File: src/rtl/mips_cpu_muldiv_seq_if.sv
// Request/result bundle between execute stage and the HI/LO mult/div unit.
// The pipeline side drives operands and strobes; the unit returns HI/LO and status.
interface mips_cpu_muldiv_seq_if #(
    parameter int WIDTH = 32
);
    logic [WIDTH-1:0] a;
    logic [WIDTH-1:0] b;
    logic [2:0]       op;
    logic             write;
    logic             cancel;
    logic             busy;
    logic             done;
    logic [WIDTH-1:0] hi;
    logic [WIDTH-1:0] lo;

    modport master (
        output a, b, op, write, cancel,
        input  busy, done, hi, lo
    );

    modport slave (
        input  a, b, op, write, cancel,
        output busy, done, hi, lo
    );
endinterface

File: src/rtl/mips_cpu_muldiv_seq.sv
// Multi-cycle HI/LO unit: radix-2 shift-add multiplier and restoring divider
// sharing one accumulator/shift datapath, with MTHI/MTLO writes.
module mips_cpu_muldiv_seq #(
    parameter int WIDTH = 32
) (
    input  logic                    clk,
    input  logic                    reset_n,
    mips_cpu_muldiv_seq_if.slave    bus
);
    localparam int CW = $clog2(WIDTH + 1);

    typedef enum logic [1:0] {
        IDLE,
        CALC,
        FIX
    } state_e;

    state_e           state_q, state_d;
    logic [WIDTH-1:0] hi_q, hi_d;
    logic [WIDTH-1:0] lo_q, lo_d;
    logic [WIDTH-1:0] acc_q, acc_d;
    logic [WIDTH-1:0] pq_q, pq_d;
    logic [WIDTH-1:0] m_q, m_d;
    logic [WIDTH-1:0] a_q, a_d;
    logic [CW-1:0]    cnt_q, cnt_d;
    logic             div_q, div_d;
    logic             negq_q, negq_d;
    logic             negr_q, negr_d;
    logic             divz_q, divz_d;
    logic             busy_q, busy_d;
    logic             done_q, done_d;

    logic             accept;
    logic             start;
    logic             sa;
    logic             sb;
    logic [WIDTH-1:0] mag_a;
    logic [WIDTH-1:0] mag_b;
    logic [WIDTH:0]   sum;
    logic [WIDTH:0]   sh;
    logic [WIDTH:0]   diff;
    logic [2*WIDTH-1:0] prod;
    logic [2*WIDTH-1:0] prod_s;
    logic [WIDTH-1:0] quo;
    logic [WIDTH-1:0] rem;

    assign accept = (state_q == IDLE) && bus.write && !bus.cancel;
    assign start  = accept && !bus.op[2];
    assign sa     = bus.op[1] & bus.a[WIDTH-1];
    assign sb     = bus.op[1] & bus.b[WIDTH-1];
    assign mag_a  = sa ? -bus.a : bus.a;
    assign mag_b  = sb ? -bus.b : bus.b;

    // Multiply adds into the high half then shifts {acc,pq} right;
    // divide shifts {acc,pq} left and trial-subtracts the divisor.
    assign sum    = {1'b0, acc_q} + (pq_q[0] ? {1'b0, m_q} : '0);
    assign sh     = {acc_q, pq_q[WIDTH-1]};
    assign diff   = sh - {1'b0, m_q};
    assign prod   = {acc_q, pq_q};
    assign prod_s = negq_q ? -prod : prod;
    assign quo    = negq_q ? -pq_q : pq_q;
    assign rem    = negr_q ? -acc_q : acc_q;

    always_ff @(posedge clk or negedge reset_n) begin
        if (!reset_n) begin
            state_q <= IDLE;
            hi_q    <= '0;
            lo_q    <= '0;
            acc_q   <= '0;
            pq_q    <= '0;
            m_q     <= '0;
            a_q     <= '0;
            cnt_q   <= '0;
            div_q   <= 1'b0;
            negq_q  <= 1'b0;
            negr_q  <= 1'b0;
            divz_q  <= 1'b0;
            busy_q  <= 1'b0;
            done_q  <= 1'b0;
        end else begin
            state_q <= state_d;
            hi_q    <= hi_d;
            lo_q    <= lo_d;
            acc_q   <= acc_d;
            pq_q    <= pq_d;
            m_q     <= m_d;
            a_q     <= a_d;
            cnt_q   <= cnt_d;
            div_q   <= div_d;
            negq_q  <= negq_d;
            negr_q  <= negr_d;
            divz_q  <= divz_d;
            busy_q  <= busy_d;
            done_q  <= done_d;
        end
    end

    always_comb begin
        state_d = state_q;
        unique case (state_q)
            IDLE: if (start) state_d = CALC;
            CALC: begin
                if (bus.cancel) state_d = IDLE;
                else if (cnt_q == CW'(1)) state_d = FIX;
            end
            FIX:  state_d = IDLE;
            default: state_d = IDLE;
        endcase
    end

    always_comb begin
        hi_d   = hi_q;
        lo_d   = lo_q;
        acc_d  = acc_q;
        pq_d   = pq_q;
        m_d    = m_q;
        a_d    = a_q;
        cnt_d  = cnt_q;
        div_d  = div_q;
        negq_d = negq_q;
        negr_d = negr_q;
        divz_d = divz_q;
        busy_d = busy_q;
        done_d = 1'b0;
        unique case (state_q)
            IDLE: begin
                if (accept && bus.op == 3'b100) hi_d = bus.a;
                if (accept && bus.op == 3'b101) lo_d = bus.a;
                if (start) begin
                    acc_d  = '0;
                    m_d    = bus.op[0] ? mag_a : mag_b;
                    pq_d   = bus.op[0] ? mag_b : mag_a;
                    a_d    = bus.a;
                    cnt_d  = CW'(WIDTH);
                    div_d  = !bus.op[0];
                    negq_d = sa ^ sb;
                    negr_d = sa;
                    divz_d = !bus.op[0] && (bus.b == '0);
                    busy_d = 1'b1;
                end
            end
            CALC: begin
                if (bus.cancel) begin
                    busy_d = 1'b0;
                end else begin
                    cnt_d = cnt_q - CW'(1);
                    if (div_q) begin
                        acc_d = diff[WIDTH] ? sh[WIDTH-1:0] : diff[WIDTH-1:0];
                        pq_d  = {pq_q[WIDTH-2:0], !diff[WIDTH]};
                    end else begin
                        acc_d = sum[WIDTH:1];
                        pq_d  = {sum[0], pq_q[WIDTH-1:1]};
                    end
                end
            end
            FIX: begin
                busy_d = 1'b0;
                if (!bus.cancel) begin
                    done_d = 1'b1;
                    if (!div_q) begin
                        hi_d = prod_s[2*WIDTH-1:WIDTH];
                        lo_d = prod_s[WIDTH-1:0];
                    end else if (divz_q) begin
                        hi_d = a_q;
                        lo_d = '1;
                    end else begin
                        hi_d = rem;
                        lo_d = quo;
                    end
                end
            end
            default: busy_d = 1'b0;
        endcase
    end

    assign bus.busy = busy_q;
    assign bus.done = done_q;
    assign bus.hi   = hi_q;
    assign bus.lo   = lo_q;
endmodule

File: src/flat_wrapper.sv
// flat-port wrapper written by rule: the top's interface ports become plain ports
module mips_cpu_muldiv_seq_flat 
#(
    parameter int WIDTH = 32
)
  (clk, reset_n, bus_a, bus_b, bus_op, bus_write, bus_cancel, bus_busy, bus_done, bus_hi, bus_lo);
  mips_cpu_muldiv_seq_if #(.WIDTH(WIDTH)) bus_i ();
  input  logic clk;
  input  logic reset_n;
  input wire logic [$bits(bus_i.a)-1:0] bus_a;
  input wire logic [$bits(bus_i.b)-1:0] bus_b;
  input wire logic [$bits(bus_i.op)-1:0] bus_op;
  input wire logic [$bits(bus_i.write)-1:0] bus_write;
  input wire logic [$bits(bus_i.cancel)-1:0] bus_cancel;
  output wire logic [$bits(bus_i.busy)-1:0] bus_busy;
  output wire logic [$bits(bus_i.done)-1:0] bus_done;
  output wire logic [$bits(bus_i.hi)-1:0] bus_hi;
  output wire logic [$bits(bus_i.lo)-1:0] bus_lo;
  assign bus_i.a = bus_a;
  assign bus_i.b = bus_b;
  assign bus_i.op = bus_op;
  assign bus_i.write = bus_write;
  assign bus_i.cancel = bus_cancel;
  assign bus_busy = bus_i.busy;
  assign bus_done = bus_i.done;
  assign bus_hi = bus_i.hi;
  assign bus_lo = bus_i.lo;
  mips_cpu_muldiv_seq #(.WIDTH(WIDTH)) u_core (.clk(clk), .reset_n(reset_n), .bus(bus_i));
endmodule
File: config.mk
export PLATFORM = sky130hd
export DESIGN_NAME = mips_cpu_muldiv_seq_flat
export DESIGN_NICKNAME = d
export VERILOG_FILES = /design/src/rtl/mips_cpu_muldiv_seq_if.sv /design/src/rtl/mips_cpu_muldiv_seq.sv /design/src/flat_wrapper.sv
export SDC_FILE = /design/constraint.sdc
export NUM_CORES = 1
export LEC_CHECK = 0
export ABC_AREA = 1
export BUFFER_PORTS_ARGS = -buffer_cell sky130_fd_sc_hd__clkbuf_2
export CORE_AREA = 10 10 267 218
export DETAILED_ROUTE_END_ITERATION = 16
export DIE_AREA = 0 0 277 228
export PLACE_DENSITY = 0.63
export SKIP_LAST_GASP = 1
export SLEW_MARGIN = 20
export SYNTH_ARGS = -nofsm -noshare
export SYNTH_HDL_FRONTEND = slang
export SYNTH_SLANG_ARGS = --single-unit
File: constraint.sdc
create_clock -name clk -period 3.04 [get_ports clk]
set_input_delay 0.152 -clock clk [delete_from_list [all_inputs] [get_ports clk]]
set_output_delay 0.152 -clock clk [all_outputs]
set_load 0.02 [all_outputs]
# After elaboration in Yosys (flattened, before gate mapping)
# Cells that the tools add are included.
# classes
n_addsub	8
n_mul	0
div	0
n_lt_le_gt_ge	0
eq_ne	12
shift	0
n_mux	39
bitwise	3
n_reduce_logical	20
# op_table
cell	n
two-way mux 32 bit	22
one-hot mux 32 bit (2 select lines)	4
negation 32 bit	4
two-way mux 64 bit	1
negation 64 bit	1
adder 32 x 33 -> 33 bit	1
subtractor 33 x 32 -> 33 bit	1
zero test 32 bit	1
two-way mux 6 bit	2
one-hot mux 6 bit (2 select lines)	1
inequality test 2 bit (second input constant)	5
AND reduction 3 bit	3
== test 3 bit (second input constant)	2
== test 6 x 1 -> 1 bit (second input constant)	1
logical AND 1 bit	6
two-way mux 2 bit	3
AND reduction 2 bit	3
subtractor 6 x 1 -> 6 bit (second input constant)	1
zero test 1 bit	4
two-way mux 1 bit	4
one-hot mux 2 bit (2 select lines)	1
nonzero test 2 bit	2
inequality test 3 x 2 -> 1 bit (second input constant)	1
AND 1 bit	2
6 further kinds	6
# word_totals
reg_bits	206
latch_bits	0
ram_bits	0
rom_bits	0
out_inout_bits	66
word_cells	96
memories	0

# Logic depth before layout (Yosys ltp)
# depth
depth_word	6
ltp_mapped	22

# Worst setup path after synthesis
# Ideal clock, no wire load.
# synth_timing
path_kind	reg-to-reg
start	register u_core.pq_q[0]
end	register u_core.acc_q[29]
arrival_time_ps	2533
setup_slack_ps	390
path_stages_with_launch	22
period_less_slack_ps	2650
path_cell_list	dfrtp_1 > buf_2 > buf_1 > nand2_1 > inv_1 > ha_1 > inv_1 > fa_1 > inv_1 > nand2_1 > o21ai_1 > nand2_1 > nand2_1 > nand2_1 > nand2_1 > nand2_1 > nand3_1 > nand3_1 > nand2_1 > inv_1 > nand2_1 > nand2_1
# synth_between
elab_chain_len	5
# synth_lines
item	line_no	rtl
start: declaration	mips_cpu_muldiv_seq.sv:22	logic [WIDTH-1:0] pq_q, pq_d;
start signal: assignment	mips_cpu_muldiv_seq.sv:85	pq_q <= pq_d;
two-way mux 32 bit	mips_cpu_muldiv_seq.sv:56	assign sum = {1'b0, acc_q} + (pq_q[0] ? {1'b0, m_q} : '0);
adder 32 x 33 -> 33 bit	mips_cpu_muldiv_seq.sv:56	
two-way mux 32 bit	mips_cpu_muldiv_seq.sv:147	if (div_q) begin
two-way mux 32 bit	mips_cpu_muldiv_seq.sv:143	if (bus.cancel) begin
one-hot mux 32 bit (2 select lines)	mips_cpu_muldiv_seq.sv:125	unique case (state_q)
end signal: assignment	mips_cpu_muldiv_seq.sv:69	acc_q <= '0;
end signal: assignment	mips_cpu_muldiv_seq.sv:84	acc_q <= acc_d;
end: declaration	mips_cpu_muldiv_seq.sv:21	logic [WIDTH-1:0] acc_q, acc_d;
# Every way passes these cells. The select of a mux whose other input is x is not followed.
# A chain may end at the register's enable or synchronous reset.

# Worst setup path in the final report
# layout_timing
start	register u_core.pq_q[31]
end	register u_core.acc_q[21]
# layout_between
elab_chain_len	5
# layout_lines
item	line_no	rtl
subtractor 33 x 32 -> 33 bit	mips_cpu_muldiv_seq.sv:58	assign diff = sh - {1'b0, m_q};
two-way mux 32 bit	mips_cpu_muldiv_seq.sv:148	acc_d = diff[WIDTH] ? sh[WIDTH-1:0] : diff[WIDTH-1:0];
two-way mux 32 bit	mips_cpu_muldiv_seq.sv:147	
two-way mux 32 bit	mips_cpu_muldiv_seq.sv:143	
one-hot mux 32 bit (2 select lines)	mips_cpu_muldiv_seq.sv:125	
# Every way passes these cells. The select of a mux whose other input is x is not followed.

==> results.cfg <==
[outcome]
outcome = finished, final reports clean

[placed_design]
detailed_place_hpwl_um = 78000
gp_congestion = 1.03
io_buffer_count = 136

[floorplanning]
die_w_um = 277
core_region_area_mm2 = 0.0531
dieArea_mm2 = 0.0632
placement_rows = 76
pin_count = 137
die-height_um = 228
initial_core_util = 0.395

[global_route]
grt_pass1_wl_um = 144000
grt_pass1_vias = 22400
antenna_found_initial = 1
met1_usage = 0.439
grt-ovfl-total = 0
top_usage_layer = met1
use_met2 = 0.396
track_usage = 0.293
grt_start_max_net_pins = 97
met3_usage = 0.0761

[clocking]
cts_tree = built
post_cts_buffers = 0
clkSlewWorstSetupHoldPaths_ns = 0.07
htreeDepth = 1
clk_latency_ns = 0.56
cts_root_buf = clkbuf_16
numCtsBuffers = 25
cts.sinks = 206
clockBufferDepth = 3

[synthesis]
synth_enable_flop_cells = 0
syn_nets = 3756
yosys_warnings = 0
synthMostInstantiatedCell = nand2_1
synth_area_leader_cell = dfrtp_1
netlist_area_mm2 = 0.0209
synth_fa_ha_area_frac = 0.0437
ys_ff_latch = 206
synth-simple-area-share = 0.425
synthFlopType = dfrtp_1
synth_top_cell_area_share = 0.246
synth_common_cells = nand2_1, nor2_1, inv_1
ys_types = 48
synth_xor_area_frac = 0.0289
synthMuxAreaShare = 0
syn_area_per_cell_um2 = 5.80
syn_inst = 3613
synth_top_family_by_area = simple AND/OR/NAND/NOR gates
yosysSeqAreaShare = 0.246
yosys-top-cells-area = dfrtp_1, nand2_1, nor2_1, inv_1, nand3_1
ys_async_sr_fraction = 1.00
synth_compound_area_frac = 0.143

[sta]
period_share = 0.948
hold_viol_final = 0
finClkSkew_ns = 0.0177
worst_pin_slew_ns = 1.04
grt_setup_unrepaired = no
slew_headroom = 0.299
final.setup.tns_ns = 0
maxSlewViolCount = 0
finalCriticalPeriod_ns = 2.88
report.final.setup_viol = 0
fmax_ghz = 0.347

[power_and_ir_drop]
peakVddDrop_mv = 0.548
p_per_area_mw_per_mm2 = 940
total_power_w = 0.0221
p_leak_nw = 12.4

[critical_path]
r2r_start = u_core.pq_q[31]
crit_required_ns = 3.49
reg2reg_depth = 17
r2r-end = u_core.acc_q[21]
crit_path_max_fanout = 32
arrival_ns = 3.34
worstSetupStartpointType = register
rrSetupSlack_ns = 0.16
critPathCaptureType = register
critical_path_class = reg2reg

[min_path]
hp-start = bus_a[0]
whs_endpoint = u_core.bus.lo[0]
hold_depth = 4
min-delay-path-class = in2reg

[drt]
firstDrtPassIters = 6
vias = 24700
remaining_drc_errors = 0
vias_per_cell = 5.56
initialDrtViolationCount = 3517
wl_per_cell_um = 21.7
wirelength_um = 96600
drt.antenna.violating_nets = 0

[final_layout]
diodes = 0
num-nets-final = 3870
fill_cells = 5854
drive_gt1_frac = 0.103
syn2layout_area_growth_pct = 12.2

[run]
drv_cap = 0
-- flip-flops by register name, indices dropped and copies added (netlist names) --
| name | count |
|---|---|
| u_core.a_q | 32 |
| u_core.acc_q | 32 |
| u_core.bus.hi | 32 |
| u_core.bus.lo | 32 |
| u_core.m_q | 32 |
| u_core.pq_q | 32 |
| u_core.cnt_q | 6 |
| u_core.state_q | 2 |
| u_core.bus.busy | 1 |
| u_core.bus.done | 1 |
| u_core.div_q | 1 |
| u_core.divz_q | 1 |
| u_core.negq_q | 1 |
| u_core.negr_q | 1 |
-- routing by layer --
metal  vias to the layer above  wire, um
met4                         0      3190
met5                         -         0
li1                      11700         -
met3                       162     12700
met1                     11400     43500
met2                      1424     37200
-- per-stage QoR --
stage / hold WS, ns / cell area (um^2) / instances / setup WS (ns) / utilization
CTS: 0.0140 / 23500 / 4448 / 0.145 / 0.443
global placement: 0.261 / 22600 / 4392 / 0.146 / 0.425
floorplan: -0.144 / 20900 / 3613 / 0.390 / -
detailed placement: 0.254 / 22600 / 4392 / 0.138 / 0.425
finish: 0.00605 / 23500 / 4448 / 0.157 / 0.443
global route: 0.0240 / 23500 / 4448 / 0.00881 / 0.443
-- worst max-delay path, cell delays in order, from the launching register on --
cell and delay [ns]:
dfrtp_2 0.41, inv_1 0.16, ha_1 0.26, fa_1 0.44, inv_1 0.12, nand3_1 0.08
nand2_2 0.12, nand2_2 0.07, nand2_4 0.08, nand2_2 0.06, nand2_4 0.07, nand2_2 0.08
nand3_1 0.21, nand2_8 0.18, nand2_1 0.10, nand3_1 0.16, nand2_1 0.12, nand2_1 0.05
-- kinds of logic (layout without fill, tap and decap cells) --
group                    after synthesis  in the layout
buffers and inverters                594            727
flip-flops                           206            206
adder cells (fa/ha/maj)               72             72
XOR/XNOR                              69             69
AO/OA/AOI/OAI                        542            542
AND/OR/NAND/NOR                     2130           2130
-- what timing repair did --
action / in CTS / in global routing
endpoints found under the hold margin: 105 / 0
setup endpoints to repair: 0 / 21
hold buffers: 10 / 0
gates resized for setup: 0 / 3
-- worst max path at each step --
stage               startpoint  depth (start not counted)               end  slack (ns)
2_1_floorplan   u_core.pq_q[0]                         21  u_core.acc_q[29]        0.39
3_3_place_gp   u_core.pq_q[31]                         18  u_core.acc_q[21]        0.15
3_5_place_dp   u_core.pq_q[31]                         18  u_core.acc_q[21]        0.14
4_1_cts        u_core.pq_q[31]                         18  u_core.acc_q[21]        0.14
5_1_grt        u_core.pq_q[31]                         17  u_core.acc_q[21]       0.009
6_report       u_core.pq_q[31]                         17  u_core.acc_q[21]        0.16
-- layout make-up --
cell class | count | area [um^2] | area share
clock buffers | 32 | 692 | 0.0294
clock inverters | 14 | 130 | 0.00554
inverters | 450 | 1690 | 0.0719
multi-input cells | 2813 | 13400 | 0.572
flip-flops and latches | 206 | 5160 | 0.220
well taps | 702 | 878 | 0.0374
repair buffers | 231 | 1510 | 0.0642
-- power breakdown --
part	switching, W	internal [W]
clock	0.00138	0.00172
sequential	0.00116	0.00353
combinational	0.00989	0.00441
total	0.0124	0.00966
-- placed cells by master (no fill, tap or decap), types with 7 or more instances in the layout --
master / Yosys / routed
dlygate4sd3_1: 0 / 10
inv_1: 441 / 440
buf_4: 4 / 78
o21ai_2: 7 / 7
clkbuf_2: 2 / 135
nand2_1: 1162 / 1162
o221ai_1: 13 / 13
xnor2_1: 16 / 16
o21ai_0: 205 / 205
o21ai_1: 15 / 15
nand3b_1: 18 / 18
o21bai_1: 10 / 10
inv_2: 7 / 7
nand2_2: 47 / 47
o211ai_1: 36 / 36
a21oi_1: 218 / 218
nor2_1: 505 / 504
a31oi_1: 13 / 13
clkbuf_16: 0 / 25
nand4_1: 31 / 31
nor3_1: 39 / 39
nand3_1: 273 / 273
nand3_2: 15 / 15
nor2_2: 15 / 14
dfrtp_1: 206 / 203
nor2_4: 7 / 9
ha_1: 70 / 70
a22oi_1: 11 / 11
xor2_1: 53 / 53
Power figures use the tool's default switching activity.
